==> src/rtl/fifo_uart_tx.sv <==
// Consumer end of a small byte FIFO: pops one byte at a time and sends it
// as an 8N1 serial frame (start 0, 8 data bits LSB first, stop 1).
module fifo_uart_tx #(
    parameter int DATA_W       = 8,
    parameter int CLKS_PER_BIT = 16
) (
    input  logic              clk,
    input  logic              reset,
    input  logic              enable,
    input  logic              fifo_empty,
    input  logic [DATA_W-1:0] fifo_data,
    output logic              fifo_pop,
    output logic              tx,
    output logic              busy,
    output logic              tx_done
);

    localparam logic [2:0] S_IDLE  = 3'd0;
    localparam logic [2:0] S_POP   = 3'd1;
    localparam logic [2:0] S_LOAD  = 3'd2;
    localparam logic [2:0] S_START = 3'd3;
    localparam logic [2:0] S_DATA  = 3'd4;
    localparam logic [2:0] S_STOP  = 3'd5;

    localparam logic [15:0] BAUD_LAST = 16'(CLKS_PER_BIT - 1);
    localparam logic [2:0]  BIT_LAST  = 3'(DATA_W - 1);

    logic [2:0]        state_q, state_d;
    logic [15:0]       baud_q, baud_d;
    logic [2:0]        bit_q, bit_d;
    logic [DATA_W-1:0] shift_q, shift_d;
    logic              tx_q, tx_d;
    logic              pop_q, pop_d;
    logic              busy_q, busy_d;
    logic              done_q, done_d;
    logic              baud_tc_s;

    assign baud_tc_s = (baud_q == BAUD_LAST);

    // State, counters, datapath and output registers
    always_ff @(posedge clk) begin
        if (reset) begin
            state_q <= S_IDLE;
            baud_q  <= 16'd0;
            bit_q   <= 3'd0;
            shift_q <= '0;
            tx_q    <= 1'b1;
            pop_q   <= 1'b0;
            busy_q  <= 1'b0;
            done_q  <= 1'b0;
        end else begin
            state_q <= state_d;
            baud_q  <= baud_d;
            bit_q   <= bit_d;
            shift_q <= shift_d;
            tx_q    <= tx_d;
            pop_q   <= pop_d;
            busy_q  <= busy_d;
            done_q  <= done_d;
        end
    end

    // Next-state, counter and shift-register logic
    always_comb begin
        state_d = state_q;
        baud_d  = baud_q;
        bit_d   = bit_q;
        shift_d = shift_q;
        case (state_q)
            S_IDLE: begin
                if (enable && !fifo_empty) begin
                    state_d = S_POP;
                end else begin
                    state_d = S_IDLE;
                end
            end
            S_POP: begin
                state_d = S_LOAD;
            end
            S_LOAD: begin
                // FIFO read data is valid one cycle after the pop strobe
                shift_d = fifo_data;
                baud_d  = 16'd0;
                state_d = S_START;
            end
            S_START: begin
                if (baud_tc_s) begin
                    baud_d  = 16'd0;
                    bit_d   = 3'd0;
                    state_d = S_DATA;
                end else begin
                    baud_d = baud_q + 16'd1;
                end
            end
            S_DATA: begin
                if (baud_tc_s) begin
                    baud_d  = 16'd0;
                    shift_d = shift_q >> 1;
                    bit_d   = bit_q + 3'd1;
                    if (bit_q == BIT_LAST) begin
                        state_d = S_STOP;
                    end else begin
                        state_d = S_DATA;
                    end
                end else begin
                    baud_d = baud_q + 16'd1;
                end
            end
            S_STOP: begin
                if (baud_tc_s) begin
                    baud_d  = 16'd0;
                    state_d = S_IDLE;
                end else begin
                    baud_d = baud_q + 16'd1;
                end
            end
            default: begin
                state_d = S_IDLE;
                baud_d  = 16'd0;
                bit_d   = 3'd0;
            end
        endcase
    end

    // Outputs are decoded from the next state so they register in step with it
    always_comb begin
        tx_d   = 1'b1;
        pop_d  = 1'b0;
        busy_d = (state_d != S_IDLE);
        done_d = 1'b0;
        case (state_d)
            S_IDLE:  tx_d = 1'b1;
            S_POP:   pop_d = 1'b1;
            S_LOAD:  tx_d = 1'b1;
            S_START: tx_d = 1'b0;
            S_DATA:  tx_d = shift_d[0];
            S_STOP:  done_d = (baud_d == BAUD_LAST);
            default: tx_d = 1'b1;
        endcase
    end

    assign tx       = tx_q;
    assign fifo_pop = pop_q;
    assign busy     = busy_q;
    assign tx_done  = done_q;

endmodule

==> config.mk <==
export PLATFORM = sky130hd
export DESIGN_NAME = fifo_uart_tx
export DESIGN_NICKNAME = d
export VERILOG_FILES = /design/src/rtl/fifo_uart_tx.sv
export SDC_FILE = /design/constraint.sdc
export NUM_CORES = 1
export LEC_CHECK = 0
export ABC_AREA = 1
export BUFFER_PORTS_ARGS = -buffer_cell sky130_fd_sc_hd__buf_2
export CAP_MARGIN = 20
export CORE_UTILIZATION = 45
export CTS_CLUSTER_SIZE = 30
export DETAILED_ROUTE_END_ITERATION = 10
export GPL_TIMING_DRIVEN = 0
export PLACE_DENSITY = 0.65
export SLEW_MARGIN = 20
export SYNTH_ARGS = -nofsm -noshare
export SYNTH_HDL_FRONTEND = slang
export SYNTH_SLANG_ARGS = --single-unit
==> constraint.sdc <==
create_clock -name clk -period 1.6 [get_ports clk]
set_clock_uncertainty 0.2 [all_clocks]
set_input_delay 0.08 -clock clk [delete_from_list [all_inputs] [get_ports clk]]
set_output_delay 0.08 -clock clk [all_outputs]
set_load 0.05 [all_outputs]
Word-level counts from Yosys, hierarchy flattened
Cells that the tools add are included.
{"block": "classes", "bitwise_logic": 2, "eq_ne": 14, "n_addsub": 2, "n_mux": 15, "reduce_logical": 11}
{"op": "== test 16 x 4 -> 1 bit (second input constant)", "n": 2}
{"op": "one-hot mux 16 bit (2 select lines)", "n": 1}
{"op": "one-hot mux 3 bit (6 select lines)", "n": 1}
{"op": "adder 16 x 1 -> 16 bit (second input constant)", "n": 1}
{"op": "two-way mux 16 bit", "n": 1}
{"op": "one-hot mux 8 bit (2 select lines)", "n": 1}
{"op": "== test 3 bit (second input constant)", "n": 5}
{"op": "two-way mux 3 bit", "n": 5}
{"op": "== test 3 x 2 -> 1 bit (second input constant)", "n": 3}
{"op": "one-hot mux 3 bit (3 select lines)", "n": 1}
{"op": "two-way mux 8 bit", "n": 1}
{"op": "== test 3 x 1 -> 1 bit (second input constant)", "n": 2}
{"op": "!= test 2 bit (second input constant)", "n": 2}
{"op": "OR reduction 2 bit", "n": 2}
{"op": "OR reduction 4 bit", "n": 1}
{"op": "adder 3 x 1 -> 3 bit (second input constant)", "n": 1}
{"op": "logical NOT 3 bit", "n": 1}
{"op": "two-way mux 1 bit", "n": 3}
{"op": "AND reduction 3 bit", "n": 1}
{"op": "nonzero test 3 bit", "n": 1}
{"op": "OR reduction 3 bit", "n": 1}
{"op": "inverter 1 bit", "n": 2}
{"op": "one-hot mux 1 bit (2 select lines)", "n": 1}
{"op": "AND reduction 2 bit", "n": 1}
{"op": "3 further kinds", "n": 3}
{"block": "totals", "elab_cells": 53, "output_inout_bits": 4, "register_bits": 34}

Depth between registers and ports, before layout
{"block": "depth", "word_depth": 7, "depth_mapped": 13, "depth_no_buf": 13}

Least setup slack after synthesis
No wires, ideal clock.
{"block": "synth_timing", "path_type": "reg-to-reg", "from": "reg baud_q[1]", "to": "reg tx_q (netlist: tx)", "synth_period_minus_slack_ns": 1.697, "arrival_ns": 1.380, "stages_incl_launch_ff": 11, "slack_ns": -0.097, "cell_sequence": "dfxtp_1 -> ha_1 -> nand3_1 -> nor2_2 -> nand2_2 -> nand2_1 -> o21ai_2 -> nand2_1 -> nand2_1 -> o21ai_1 -> nand2_1"}
{"block": "synth_via", "elab_chain_cells": 5, "elab_cells_between_ends": 10, "classes_between": "eq/ne: 3; mux: 7"}
{"item": "from (decl)", "line_no": "29", "source": "logic [15:0] baud_q, baud_d;"}
{"item": "from (signal assigned)", "line_no": "53", "source": "baud_q <= baud_d;"}
{"item": "== test 16 x 4 -> 1 bit (*)", "line_no": "38", "source": "assign baud_tc_s = (baud_q == BAUD_LAST);"}
{"item": "two-way mux 3 bit (on tied branches)", "line_no": "110, 87, 96"}
{"item": "one-hot mux 3 bit (6 select lines)", "line_no": "69", "source": "case (state_q)"}
{"item": "== test 3 bit / == test 3 x 2 -> 1 bit (equally long branches)", "line_no": "131", "source": "case (state_d)"}
{"item": "one-hot mux 1 bit (2 select lines) (*)", "line_no": "131"}
{"item": "to (signal assigned)", "line_no": "56", "source": "tx_q <= tx_d;"}
{"item": "to (decl)", "line_no": "32", "source": "logic tx_q, tx_d;"}
Every way passes the cells marked *; elsewhere a longest branch is shown, timed or not. The select of a mux whose other input is x is not followed.
A chain may end at the register's enable or synchronous reset.

Worst setup path in the final report
{"block": "layout_timing", "from": "reg baud_q[1]", "to": "reg done_q (netlist: tx_done)"}
{"block": "layout_via", "elab_chain_cells": 6, "elab_cells_between_ends": 12, "classes_between": "add/sub: 1; eq/ne: 3; mux: 6; bitwise: 1; reduce/logical: 1"}
{"item": "branches (longest 6 deep; another with adder 16 x 1 -> 16 bit)"}
{"item": "to (signal assigned)", "line_no": "59", "source": "done_q <= done_d;"}
{"item": "to (decl)", "line_no": "35", "source": "logic done_q, done_d;"}
Parallel ways; which one is timed is not known.

==> run metrics <==
status complete, but fails checks; failing checks negative setup slack; worst path arrival time about 1.7 ns; Longest Clk Path Bufs 2; Slowest-stage cell, CP dfxtp_4; Multi-input gate area about 1200 um^2; via-per-instance ratio ~5; crit-path max FO 7; Setup CP Type reg -> reg; worst path buffer plus inverter count 1; gr ovfl total 0; f_max between 0.5 and 0.6 GHz; GR met2 Demand/Resource 35.9%; most frequent cells in the layout nand2_1, inv_1, nor2_1, nand3_1, dfxtp_1; max_cap viols 0; fraction of registers with async set/reset 0%; Fillers about 400; reg2reg setup slack -0.14 ns; CP Cell Sequence ha_4 > nand3_4 > nor2_4 > nand2_4 > nand2_1 > nand3_1 > nand2_2 > inv_1 > nand2_1 > nor2_1 > nand3_1 > nor2_1; clk_lat worst skew 0.28 ns; met1 Track Usage GR a little under a third; compound-cell area share of the yosys netlist between 10% and 20%; Antenna Cells 0; Placement Rows 23; # IOs 16; sequential power share approximately half; pin count of the biggest net entering global routing 11; final wirelength 4.62 mm; RR Endpoint tx_done; number of global-route vias before repair 1,748; die span in y roughly 67 um; Main synth FF type dfxtp_1; post-route setup slack -0.142 ns; R2R depth 12; post-synthesis instance total between 300 and 400; first-pass GRT wire length between 7 and 8 mm; clk root buf clkbuf_8; layout overhead on the synthesized area 31.7%; delay-heaviest family, CP simple AND/OR/NAND/NOR gates; Worst Setup End Kind register; sequential element share of the synthesized area 35.7%; Internal Power roughly 1.3 mW; Fin Hold WS about 0.19 ns; Synth Area in Adders 1.97%; via count ~2,000; CP Launch Type register; Yosys top cell area share around 36%; WHS Path Cells 8; FF+latch area slightly above 700 um^2; Post-synth EDFFs 0; clock-pin slew on the worst setup and hold paths about 0.070 ns; Max stage delay on crit path roughly 0.37 ns; Final Max Slew Viols 0; VDD IR max around 370 uV; DR iter-0 viols 130; Tot GR Track Use 22.9%; Min-Delay Path Class in -> reg; initial cell density of the core 47.3%; Slew headroom between 60 and 70%; Hold Vio Cnt, Final 0; Final setup viols 14; largest family of logic cells by synthesized area simple AND/OR/NAND/NOR gates; YS warnings 0; mapped cell area around 1900 um^2; IO Port Bufs 14; RSZ-0062 raised after global routing true; die width between 60 and 70 um; Leak ~1.2 nW; Post-DP HPWL roughly 3.3 mm; FF+latch count, synth 34; Mapped Nets around 320; DRT Pass-1 Iters 4; core area between 4000 and 5000 um^2; Most Crowded Layer GR met2; DRC 0; Comb pwr share 14.5%; synth top area cells dfxtp_1, nand2_1, nand3_1; fin crit period about 1.7 ns; switching pwr between 400 and 500 uW; Critical Path RT 1.58 ns; hold path endpoint state_q[0]; Synth Area in Simple Gates 40.5%; met3 Usage GRT about 5%; cts bufs inserted 5; Worst Max-Slew Pin Slew between 0.4 and 0.5 ns; final core occ between 60% and 70%; clock share of power about 34%; pre-CTS setup slack -0.253 ns; DR WL/cell ~12 um; gpl congestion 0.847; commonest non-fill, non-tap cell in the layout nand2_1; layout cells sized above 1 27.4%; htree depth 2; Clock Sinks 34; multiplexer share of the synthesized area 0%; XOR/XNOR Fraction of Synth Area less than 1%; post-synth top area cell dfxtp_1; launch point of the worst reg-to-reg path baud_q[1]; nets 362; initial antenna violation count 0; die area between 4000 and 5000 um^2; Tcrit/Tclk final 109%; Cell Pwr Density slightly below 700 nW/um^2; Netlist cell types 27; CTS tree built; Post-Syn Area per Cell a little over 6 um^2; min-delay src fifo_empty; sw frac between 20 and 30%; DRT antenna net count 0
## final cells by class
class | count | area share [%]
Multi-Input combinational cell | 221 | 46.9
Sequential cell | 34 | 28.4
Timing Repair Buffer | 34 | 10.7
Inverter | 45 | 6.73
Clock buffer | 5 | 2.74
Tap cell | 50 | 2.49
Buffer | 6 | 1.74
Clock inverter | 2 | 0.399
## power by group through the flow
stage	logic, mW	clock network [mW]	registers (mW)
floorplan	0.112	0	0.949
global placement	0.200	0	0.918
detailed placement	0.201	0	0.919
CTS	0.230	0.619	0.899
global route	0.279	0.654	0.899
finish	0.252	0.593	0.895
## cell usage after synthesis, types with 2 or more instances
| cell | count |
|---|---|
| o21bai_1 | 2 |
| o21ai_1 | 3 |
| clkbuf_1 | 3 |
| a31oi_1 | 7 |
| nor2_2 | 5 |
| a21oi_1 | 11 |
| buf_2 | 2 |
| o21ai_0 | 6 |
| nand3_1 | 35 |
| ha_1 | 3 |
| dfxtp_1 | 34 |
| nor3_1 | 2 |
| nor2_4 | 2 |
| nand2_1 | 92 |
| nand2_2 | 5 |
| inv_1 | 44 |
| nor2_1 | 40 |
## repair_timing
item                                    in CTS  in global routing
pin swaps                                    7                 17
setup buffers                                3                  6
cloned                                       0                  0
hold buffers                                11                  0
hold endpoints to repair                    10                  0
endpoints found under the setup margin      21                 34
gates resized for setup                     16                 52
## kinds of logic after synthesis
logic type,count (synthesis)
buffers and inverters,51
adders and majority gates,3
xor gates and xnor gates,1
DFF,34
AOI/OAI and AO/OA,35
and+or+nand+nor,182
## per-layer routing
layer,up-vias,wire [um]
li1,1050,-
met1,862,2290
met2,39,2100
met3,6,172
met4,0,58
met5,-,0
## worst max-delay path by stage
| stage | from | to | depth (start not counted) |
|---|---|---|---|
| after detailed placement | baud_q[1] | tx_done | 13 |
| after CTS | baud_q[1] | tx | 10 |
| after global placement | baud_q[1] | tx_done | 13 |
| final | baud_q[1] | tx_done | 12 |
| after global routing | baud_q[1] | tx_done | 11 |
| after floorplan | baud_q[1] | tx | 10 |
## registers in the layout (all words and copies together), names as in the netlist
signal    flops
baud_q       16
tx            1
state_q       3
shift_q       8
bit_q         3
tx_done       1
busy          1
fifo_pop      1
## worst reg2reg max path, stage by stage, from the launching register on
cell and delay, ns:
dfxtp_4 0.37, ha_4 0.18, nand3_4 0.10, nor2_4 0.14, nand2_4 0.09, nand2_1 0.09, nand3_1 0.09, nand2_2 0.10
inv_1 0.06, nand2_1 0.06, nor2_1 0.04, nand3_1 0.08, nor2_1 0.05
## per-stage QoR
step	setup TNS (ns)	cell area (um^2)	total power, mW	std cells
2_1_floorplan	0	1930	1.06	306
3_3_place_gp	-1.30	2060	1.12	370
3_5_place_dp	-1.38	2060	1.12	370
4_1_cts	-0.995	2310	1.75	391
5_1_grt	-2.81	2510	1.83	397
6_report	-0.775	2510	1.74	397
(Power assumes the default switching activity.)
